<file path="src/rtl/serial_adder.sv">
// Bit-serial adder: one full-adder stage with a registered carry walks the
// operands LSB-first over WIDTH cycles. Operands are captured on acceptance,
// so the inputs are free to change while the addition runs. The result and
// carry-out are held until the next operation completes.
module serial_adder #(
  parameter int WIDTH = 8
) (
  input  logic             clk,
  input  logic             rst,
  input  logic             start,
  input  logic [WIDTH-1:0] A,
  input  logic [WIDTH-1:0] B,
  input  logic             Cin,
  output logic             busy,
  output logic             done,
  output logic [WIDTH-1:0] Sum,
  output logic             Cout
);

  localparam int CNT_W = (WIDTH > 1) ? $clog2(WIDTH) : 1;
  localparam logic [CNT_W-1:0] LAST_CNT = CNT_W'(WIDTH - 1);

  typedef enum logic [1:0] {
    S_IDLE = 2'd0,
    S_RUN  = 2'd1,
    S_DONE = 2'd2
  } state_t;

  state_t           r_state;
  state_t           w_state_next;
  logic [WIDTH-1:0] r_sh_a;
  logic [WIDTH-1:0] r_sh_b;
  logic [WIDTH-1:0] r_sh_s;
  logic             r_carry;
  logic [CNT_W-1:0] r_cnt;
  logic [WIDTH-1:0] r_sum;
  logic             r_cout;

  logic             w_accept;
  logic             w_last;
  logic             w_s;
  logic             w_c;
  logic [WIDTH-1:0] w_sh_s_next;

  // The single full-adder stage operating on the current LSBs.
  assign w_s         = r_sh_a[0] ^ r_sh_b[0] ^ r_carry;
  assign w_c         = (r_sh_a[0] & r_sh_b[0]) | (r_carry & (r_sh_a[0] ^ r_sh_b[0]));
  assign w_sh_s_next = {w_s, r_sh_s[WIDTH-1:1]};

  // start only matters while idle; the last bit is the one with cnt at WIDTH-1.
  assign w_accept = (r_state == S_IDLE) && start;
  assign w_last   = (r_state == S_RUN) && (r_cnt == LAST_CNT);

  assign busy = (r_state == S_RUN);
  assign done = (r_state == S_DONE);
  assign Sum  = r_sum;
  assign Cout = r_cout;

  // State register.
  always_ff @(posedge clk) begin
    if (rst) begin
      r_state <= S_IDLE;
    end else begin
      r_state <= w_state_next;
    end
  end

  // Next-state logic: IDLE waits for start, RUN lasts WIDTH cycles, DONE is one cycle.
  always_comb begin
    w_state_next = r_state;
    case (r_state)
      S_IDLE:  if (start) w_state_next = S_RUN;
      S_RUN:   if (r_cnt == LAST_CNT) w_state_next = S_DONE;
      S_DONE:  w_state_next = S_IDLE;
      default: w_state_next = S_IDLE;
    endcase
  end

  // Datapath: capture on acceptance, shift one bit per RUN cycle, publish at the last bit.
  always_ff @(posedge clk) begin
    if (rst) begin
      r_sh_a  <= '0;
      r_sh_b  <= '0;
      r_sh_s  <= '0;
      r_carry <= 1'b0;
      r_cnt   <= '0;
      r_sum   <= '0;
      r_cout  <= 1'b0;
    end else if (w_accept) begin
      r_sh_a  <= A;
      r_sh_b  <= B;
      r_sh_s  <= '0;
      r_carry <= Cin;
      r_cnt   <= '0;
    end else if (r_state == S_RUN) begin
      r_sh_a  <= {1'b0, r_sh_a[WIDTH-1:1]};
      r_sh_b  <= {1'b0, r_sh_b[WIDTH-1:1]};
      r_sh_s  <= w_sh_s_next;
      r_carry <= w_c;
      // Hold the counter at its final value rather than letting it wrap.
      if (!w_last) begin
        r_cnt <= r_cnt + CNT_W'(1);
      end else begin
        r_sum  <= w_sh_s_next;
        r_cout <= w_c;
      end
    end
  end

endmodule
</file>
<file path="config.mk">
export PLATFORM = sky130hd
export DESIGN_NAME = serial_adder
export DESIGN_NICKNAME = d
export VERILOG_FILES = /design/src/rtl/serial_adder.sv
export SDC_FILE = /design/constraint.sdc
export NUM_CORES = 1
export LEC_CHECK = 0
export BUFFER_PORTS_ARGS = -buffer_cell sky130_fd_sc_hd__clkbuf_2
export CAP_MARGIN = 20
export CORE_MARGIN = 2
export CORE_UTILIZATION = 40
export DETAILED_ROUTE_END_ITERATION = 16
export PLACE_DENSITY = 0.6
export SETUP_SLACK_MARGIN = 0.15
export SLEW_MARGIN = 5
export SYNTH_ARGS = -nofsm -noshare
export SYNTH_HDL_FRONTEND = slang
export SYNTH_SLANG_ARGS = --single-unit
</file>
<file path="constraint.sdc">
create_clock -name clk -period 2.3 [get_ports clk]
set_input_delay 0.46 -clock clk [delete_from_list [all_inputs] [get_ports clk]]
set_output_delay 0.46 -clock clk [all_outputs]
set_load 0.01 [all_outputs]
</file>
Yosys cells after proc, flatten, opt, wreduce, memory -nomap -nowiden
Cells that the tools add are included.
{"block": "totals", "regBits": 39, "in_bits": 20, "out_inout_bits": 11, "word_cells": 38}
{"block": "op_classes", "n_addsub": 1, "n_eq_ne": 5, "n_mux": 9, "bitwise_logic": 7, "n_reduce_logical": 8}
{"operator": "$mux W8", "count": 4}
{"operator": "$mux W2", "count": 2}
{"operator": "$pmux W2 S2", "count": 1}
{"operator": "$reduce_and A2 Y1", "count": 2}
{"operator": "$add A3 B1 Y3 const B", "count": 1}
{"operator": "$eq A3 B3 Y1 const B", "count": 1}
{"operator": "$reduce_and A3 Y1", "count": 1}
{"operator": "$and A1 B1 Y1", "count": 2}
{"operator": "$eq A2 B1 Y1 const B", "count": 1}
{"operator": "$eq A2 B2 Y1 const B", "count": 1}
{"operator": "$logic_and A1 B1 Y1", "count": 2}
{"operator": "$logic_not A2 Y1", "count": 1}
{"operator": "$mux W1", "count": 2}
{"operator": "$ne A2 B1 Y1 const B", "count": 1}
{"operator": "$ne A2 B2 Y1 const B", "count": 1}
{"operator": "$not A1 Y1", "count": 2}
{"operator": "$reduce_bool A2 Y1", "count": 1}
{"operator": "$reduce_or A2 Y1", "count": 1}
{"operator": "$xor A1 B1 Y1", "count": 2}
{"operator": "$or A1 B1 Y1", "count": 1}

Logic depth before layout (Yosys ltp)
Gate-level depths: netlist of run 1.
{"block": "depth", "word_depth": 5, "mapped_depth": 6}

Least setup slack after synthesis of run 1
OpenSTA, ideal clock, no wires.
{"block": "synth_timing", "path_kind": "reg2out", "from": "register r_state[1]", "to": "output done", "arrival_ns": 0.915, "path_slack_ns": 0.925, "path_stages_with_launch": 4, "path_cell_list": "dfxtp_1 > inv_2 > buf_2 > nor2_1"}
{"block": "synth_between", "elab_chain_len": 1}
{"element": "start, declared", "line": "29", "rtl": "state_t r_state;"}
{"element": "start signal, assigned", "line": "64", "rtl": "r_state <= w_state_next;"}
{"element": "$eq A2 B2 Y1", "line": "55", "rtl": "assign done = (r_state == S_DONE);"}
{"element": "end, declared", "line": "15", "rtl": "output logic done,"}
No other way between the ends.

Worst setup path in the final report of run 1
{"block": "layout_timing", "from": "register r_state[1]", "to": "output busy"}
{"block": "layout_between", "elab_chain_len": 1}
{"element": "$eq A2 B1 Y1", "line": "54", "rtl": "assign busy = (r_state == S_RUN);"}
{"element": "end, declared", "line": "14", "rtl": "output logic busy,"}
No other way between the ends.

==> impl_summary.log, run 1 <==
[metrics] result of the run: finished, final reports clean
[metrics] worst setup path class: reg -> out
[metrics] number of primary I/O pins: 31
[metrics] number of remaining DRC errors: 0
[metrics] port buffer count: 30
[metrics] final total negative setup slack: 0 ns
[metrics] clock period minus final worst setup slack: 2.00 ns
[metrics] number of core rows: 23
[metrics] worst-case setup margin in the final layout: 0.304 ns
[metrics] Post-Synthesis Net Count: 210
[metrics] slowest stage cell, crit path: dfxtp_1
[metrics] startpoint types: flop
[metrics] Cell Pwr Density: between 700 and 800 nW/um^2
[metrics] critical path required time: 1.84 ns
[metrics] number of antenna violations at the first check in global routing: 0
[metrics] Leak: 0.000748 uW
[metrics] start point of the critical path: r_state[1]
[metrics] Post-Synthesis Mean Instance Area: 9.02 um^2
[metrics] Worst-path clk slew: 0.07 ns
[metrics] Worst Clk Skew: 0.00731 ns
[metrics] post-DP HPWL: 2270 um
[metrics] area occupied by registers: 761 um^2
[metrics] Antenna Cells: 0
[metrics] Max transition margin: approximately 69%
[metrics] internal reg-to-reg setup slack: ~0.85 ns
[metrics] critical path endpoint: busy
[metrics] maximum buffer depth of the clock tree: 2
[metrics] GRT Overall Usage: 16.4%
[metrics] count of buffer and inverter cells on the critical path: 2
[metrics] cts repair resizes: 0
[metrics] sort of element at the end of the critical path: output port
[metrics] final hold viol count: 0
[metrics] critical register-to-register path endpoint: r_cnt[1]
[metrics] CP delay by family, top: flip-flops
[metrics] Final Wtd Congestion: 0.720
[metrics] grt total ovfl: 0
[metrics] wire length of the first global-routing pass: 5810 um
[metrics] die area: 4750 um^2
[metrics] period utilisation layout: 86.8%
[metrics] max-cap violation count: 0
[metrics] unrepaired setup endpoints after global routing: false
[metrics] CTS tree: done
[metrics] VDD IR-drop max: roughly 380 uV
[metrics] number of setup violations in the final report: 0
[metrics] worst r2r path cells: 4
[metrics] buffers inserted by post-CTS timing repair: 0
[metrics] TritonCTS Buffers: 5
[metrics] vias in the first global route: approximately 1,300
[metrics] share of layout cells above drive strength 1: 27.6%
[metrics] largest driver fanout on the critical path: 17
[metrics] Final Max Slew Viols: 0
[metrics] via density per instance: roughly 5.2
[metrics] synth unique cells: 31
[metrics] startpoint of the most critical register-to-register path: r_state[0]
[metrics] placement-stage worst setup slack: a little over 0.6 ns
[metrics] post-route ant nets: 0
[metrics] yosys warns: 0
[metrics] Fillers: between 400 and 500
[metrics] clock tree sinks: 38
[metrics] detailed-route wire length: 3420 um
[metrics] sequential cell area fraction in the yosys report: 45.1%
[metrics] via count of the routed design: 1,372
[metrics] WL per Instance: 12.9 um
[metrics] initial cell density of the core: 41.9%
[metrics] Clk Latency, worst-skew pair: 0.29 ns
[metrics] synth-to-layout area growth: 14.9%
[metrics] path type of the worst min-delay path: in -> reg
[metrics] slew at the pin closest to its max-slew limit: 0.469 ns
[metrics] Core Area: 4030 um^2
[metrics] chain of cells forming the critical path: nand2b_1 -> inv_6 -> clkbuf_2
[metrics] Fmax achieved: 501 MHz
[metrics] synthesized instance count: 187
[metrics] Clock Tree Root: clkbuf_8
[metrics] post-synthesis instance area: about 1700 um^2
[metrics] Post-CTS Hold Buffers: 0
[metrics] path length in cells of the critical path: 3
[metrics] Multi-input gate area: 812 um^2
[metrics] iteration count of the initial detailed-routing pass: 4
[metrics] vertical die dimension: 68.9 um
[metrics] die extent in x: 68.9 um
[metrics] pin count of the biggest net entering global routing: 21
[metrics] Data arrival, critical path: 1.54 ns
[metrics] H-tree depth: 2
[metrics] #FFs+latches synth: 38
[metrics] worst min-delay path startpoint: A[7]
[metrics] nets@finish: 237
[metrics] delay contributed by the slowest stage of the critical path: 0.51 ns
[metrics] Initial DRC Count: 82
-- sequential cells by signal (all words and copies together), names as in the netlist --
register and cells:
Cout 1, Sum 8, r_carry 1, r_cnt 3
r_sh_a 8, r_sh_b 8, r_sh_s 7, r_state 2
-- cells in the mapped netlist --
master     number  area, um^2
dfxtp_1        38         761
nor2_1         30         113
nand2_1        25        93.8
a21oi_1        18        90.1
o2bb2ai_1      12         105
nand3_1         9        45.0
a211oi_2        8         100
a211oi_1        7        52.6
buf_2           5        25.0
buf_6           4        45.0
o21ai_1         4        20.0
o22ai_1         3        18.8
a21oi_2         2        17.5
buf_1           2        7.51
ha_1            2        25.0
nand2b_1        2        12.5
nand3_2         2        20.0
a2111oi_1       1        10.0
a21o_1          1        7.51
buf_8           1        15.0
clkbuf_1        1        3.75
clkinv_2        1        5.00
fa_1            1        20.0
inv_2           1        3.75
inv_6           1        8.76
nand3b_2        1        11.3
nor2_2          1        6.26
nor2b_1         1        6.26
nor3b_2         1        12.5
o21ba_4         1        16.3
xnor2_1         1        8.76
-- power by group --
| group | total (uW) | internal [uW] | leakage [uW] | switching, uW |
|---|---|---|---|---|
| sequential | 705 | 688 | 0.000311 | 17.3 |
| clock | 578 | 347 | 0.0000573 | 231 |
| combinational | 157 | 65.3 | 0.000380 | 91.5 |
-- placed cells by master (no fill, tap or decap), types with 2 or more instances in the layout --
cell	Yosys	final
a211oi_1	7	7
a211oi_2	8	8
a21oi_1	18	18
a21oi_2	2	2
buf_4	0	3
clkbuf_2	0	30
clkbuf_8	0	6
dfxtp_1	38	38
ha_1	2	2
nand2_1	25	25
nand2b_1	2	2
nand3_1	9	9
nand3_2	2	2
nor2_1	30	30
o21ai_1	4	4
o22ai_1	3	3
o2bb2ai_1	12	12
-- worst reg2reg max path, cell delays in order, from the launching register on --
cell	delay, ns
dfxtp_1	0.33
buf_4	0.25
clkinv_2	0.28
a21o_1	0.36
a21oi_1	0.17
-- per-stage QoR --
step                      util, %  hold slack [ns]  instances  area (um^2)  total power [uW]
after CTS                    48.1            0.417        264         1940              1450
after global routing         48.1            0.427        264         1940              1500
final                        48.1            0.421        264         1940              1440
after global placement       45.3            0.445        257         1830               877
after floorplan                 -            0.437        187         1690               846
after detailed placement     45.3            0.447        257         1830               877
-- worst min path at each step --
stage / slack (ns) / end / cells past startpoint
final: 0.42 / r_sh_a[7] / 3
after global routing: 0.43 / r_sh_a[7] / 3
after CTS: 0.42 / r_sh_a[7] / 3
after detailed placement: 0.45 / Sum[2] / 2
after global placement: 0.44 / Sum[4] / 2
after floorplan: 0.44 / r_sh_s[1] / 2
-- per-layer routing --
| metal | vias to the layer above | global-route usage (%) | share of wire [%] |
|---|---|---|---|
| met3 | 6 | 5.84 | 5.2 |
| li1 | 708 | - | - |
| met4 | 0 | 5.15 | 1.3 |
| met5 | - | 0 | 0 |
| met2 | 28 | 24.9 | 43 |
| met1 | 630 | 21.7 | 51 |
-- cells by family (layout without fill, tap and decap cells) --
group / count (synthesis) / in the layout / synth area share (%)
flip-flops: 38 / 38 / 45.1
AND/OR/NAND/NOR: 72 / 72 / 19.0
adder cells (fa/ha/maj): 3 / 3 / 2.67
XOR/XNOR: 1 / 1 / 0.519
buffers and inverters: 16 / 43 / 6.75
AO/OA/AOI/OAI: 57 / 57 / 26.0
-- cell type report --
type / instances / area share [%]
Inverter: 3 / 0.904
Multi-Input combinational cell: 133 / 41.9
Clock inverter: 1 / 1.55
Timing Repair Buffer: 33 / 8.91
Sequential cell: 38 / 39.3
Clock buffer: 6 / 4.26
Tap cell: 50 / 3.23
Power figures use the tool's default switching activity.
==> run 2: changes to the inputs <==
Settings changed: CORE_MARGIN 2 to 8.
==> impl_summary.log, run 2 (synthesis results as in run 1) <==
[metrics] Fmax achieved: 505 MHz
[metrics] buffers inserted by post-CTS timing repair: 0
[metrics] Data arrival, critical path: 1.52 ns
[metrics] Initial DRC Count: 84
[metrics] chain of cells forming the critical path: nand2b_1 -> inv_6 -> clkbuf_2
[metrics] Cell Pwr Density: 736 nW/um^2
[metrics] post-route ant nets: 0
[metrics] clock tree sinks: 38
[metrics] number of antenna violations at the first check in global routing: 0
[metrics] Core Area: a little over 4000 um^2
[metrics] Net Switching: 338 uW
[metrics] post-DP HPWL: approximately 2500 um
[metrics] path type of the worst min-delay path: in -> reg
[metrics] period utilisation layout: approximately 86%
[metrics] worst setup path class: reg -> out
[metrics] clock period minus final worst setup slack: just under 2 ns
[metrics] unrepaired setup endpoints after global routing: false
[metrics] Clock Tree Root: clkbuf_8
[metrics] internal reg-to-reg setup slack: 0.63 ns
[metrics] Leak: between 0.0007 and 0.0008 uW
[metrics] maximum buffer depth of the clock tree: 2
[metrics] delay contributed by the slowest stage of the critical path: 0.50 ns
[metrics] die extent in x: 80.9 um
[metrics] pin count of the biggest net entering global routing: 21
[metrics] number of core rows: 23
[metrics] Final Max Slew Viols: 0
[metrics] leading cell types in the layout, fill and taps excluded: 38 x dfxtp_1, 30 x nor2_1, 30 x clkbuf_2, 25 x nand2_1, 18 x a21oi_1
[metrics] Antenna Cells: 0
[metrics] worst slack on hold paths: 0.430 ns
[metrics] startpoint types: flop
[metrics] cts repair resizes: 0
[metrics] slowest stage cell, crit path: dfxtp_1
[metrics] number of primary I/O pins: 31
[metrics] VDD IR-drop max: about 270 uV
[metrics] most common library cell in the layout ignoring fill and taps: dfxtp_1
[metrics] result of the run: finished, final reports clean
[metrics] Worst-path clk slew: 0.07 ns
[metrics] iteration count of the initial detailed-routing pass: 4
[metrics] grt total ovfl: 0
[metrics] Post-CTS Hold Buffers: 0
[metrics] TritonCTS Buffers: 5
[metrics] slew at the pin closest to its max-slew limit: 0.546 ns
[metrics] H-tree depth: 2
[metrics] largest driver fanout on the critical path: 17
[metrics] Worst Clk Skew: 0.00609 ns
[metrics] part of the total power dissipated in combinational logic: between 10% and 20%
[metrics] switching power as a share of total power: between 20% and 30%
[metrics] wire length of the first global-routing pass: slightly above 6000 um
[metrics] CTS tree: done
[metrics] critical path required time: 1.84 ns
[metrics] share of power burned in registers: 49.8%
[metrics] Final Wtd Congestion: 0.719
[metrics] final hold viol count: 0
[metrics] sort of element at the end of the critical path: output port
[metrics] Clk Latency, worst-skew pair: 0.29 ns
[metrics] die area: 6550 um^2
[metrics] final total negative setup slack: 0 ns
[metrics] port buffer count: 30
[metrics] GRT Overall Usage: between 10% and 20%
[metrics] share of layout cells above drive strength 1: a little over a quarter
[metrics] detailed-route wire length: 3600 um
[metrics] initial cell density of the core: around two fifths
[metrics] nets@finish: 236
[metrics] via density per instance: 5.12
[metrics] vias in the first global route: 1,330
[metrics] WL per Instance: ~14 um
[metrics] synth-to-layout area growth: 14.1%
[metrics] worst-case setup margin in the final layout: 0.321 ns
[metrics] final core occ: 47.8%
[metrics] overall power of the completed layout: 1420 uW
[metrics] placement-stage worst setup slack: 0.610 ns
[metrics] Max transition margin: 63.6%
[metrics] via count of the routed design: 1,352
[metrics] internal power: approximately 1100 uW
[metrics] max-cap violation count: 0
[metrics] number of remaining DRC errors: 0
[metrics] clock share of power: between 30% and 40%
[metrics] number of setup violations in the final report: 0
[metrics] vertical die dimension: 80.9 um
==> run 2: metal layers <==
| layer | wire length, um | share of wire (%) | GRT usage [%] | up-vias |
|---|---|---|---|---|
| met5 | 0 | 0 | 0 | - |
| met4 | 53 | 1.5 | 4.82 | 0 |
| met3 | 201 | 5.6 | 4.42 | 5 |
| met2 | 1520 | 42 | 17.1 | 30 |
| met1 | 1820 | 51 | 15.5 | 611 |
| li1 | - | - | - | 706 |
==> run 2: layout make-up <==
class                           instances  area [um^2]
Fill cell                             418         2100
Multi-Input combinational cell        133          812
Clock inverter                          1         30.0
Timing Repair Buffer                   32          165
Sequential cell                        38          761
Tap cell                               50         62.6
Clock buffer                            7         76.3
Inverter                                3         17.5
==> run 2: worst max-delay path, delay by kind of cell (launching register included) <==
| family | cells | cell delay (ns) |
|---|---|---|
| flip-flops | 1 | 0.50 |
| buffers and inverters | 2 | 0.29 |
| AND/OR/NAND/NOR | 1 | 0.44 |
==> run 2: power by group through the flow <==
stage	clock network [uW]	registers, uW	logic (uW)
after floorplan	0	717	129
after global placement	0	720	156
after detailed placement	0	720	157
after CTS	568	705	158
after global routing	606	709	173
final	555	705	156
==> run 2: final timing paths <==
path,from,endpoint,depth (start not counted)
setup reg to reg,r_cnt[0],Cout,5
hold / removal,A[7],r_sh_a[7],3
setup / recovery,r_state[1],busy,3
hold reg to reg,Sum[6],Sum[6],2
==> run 2: per-stage QoR <==
stage	cells	cell area (um^2)
2_1_floorplan	187	1690
3_3_place_gp	256	1820
3_5_place_dp	256	1820
4_1_cts	264	1920
5_1_grt	264	1920
6_report	264	1920
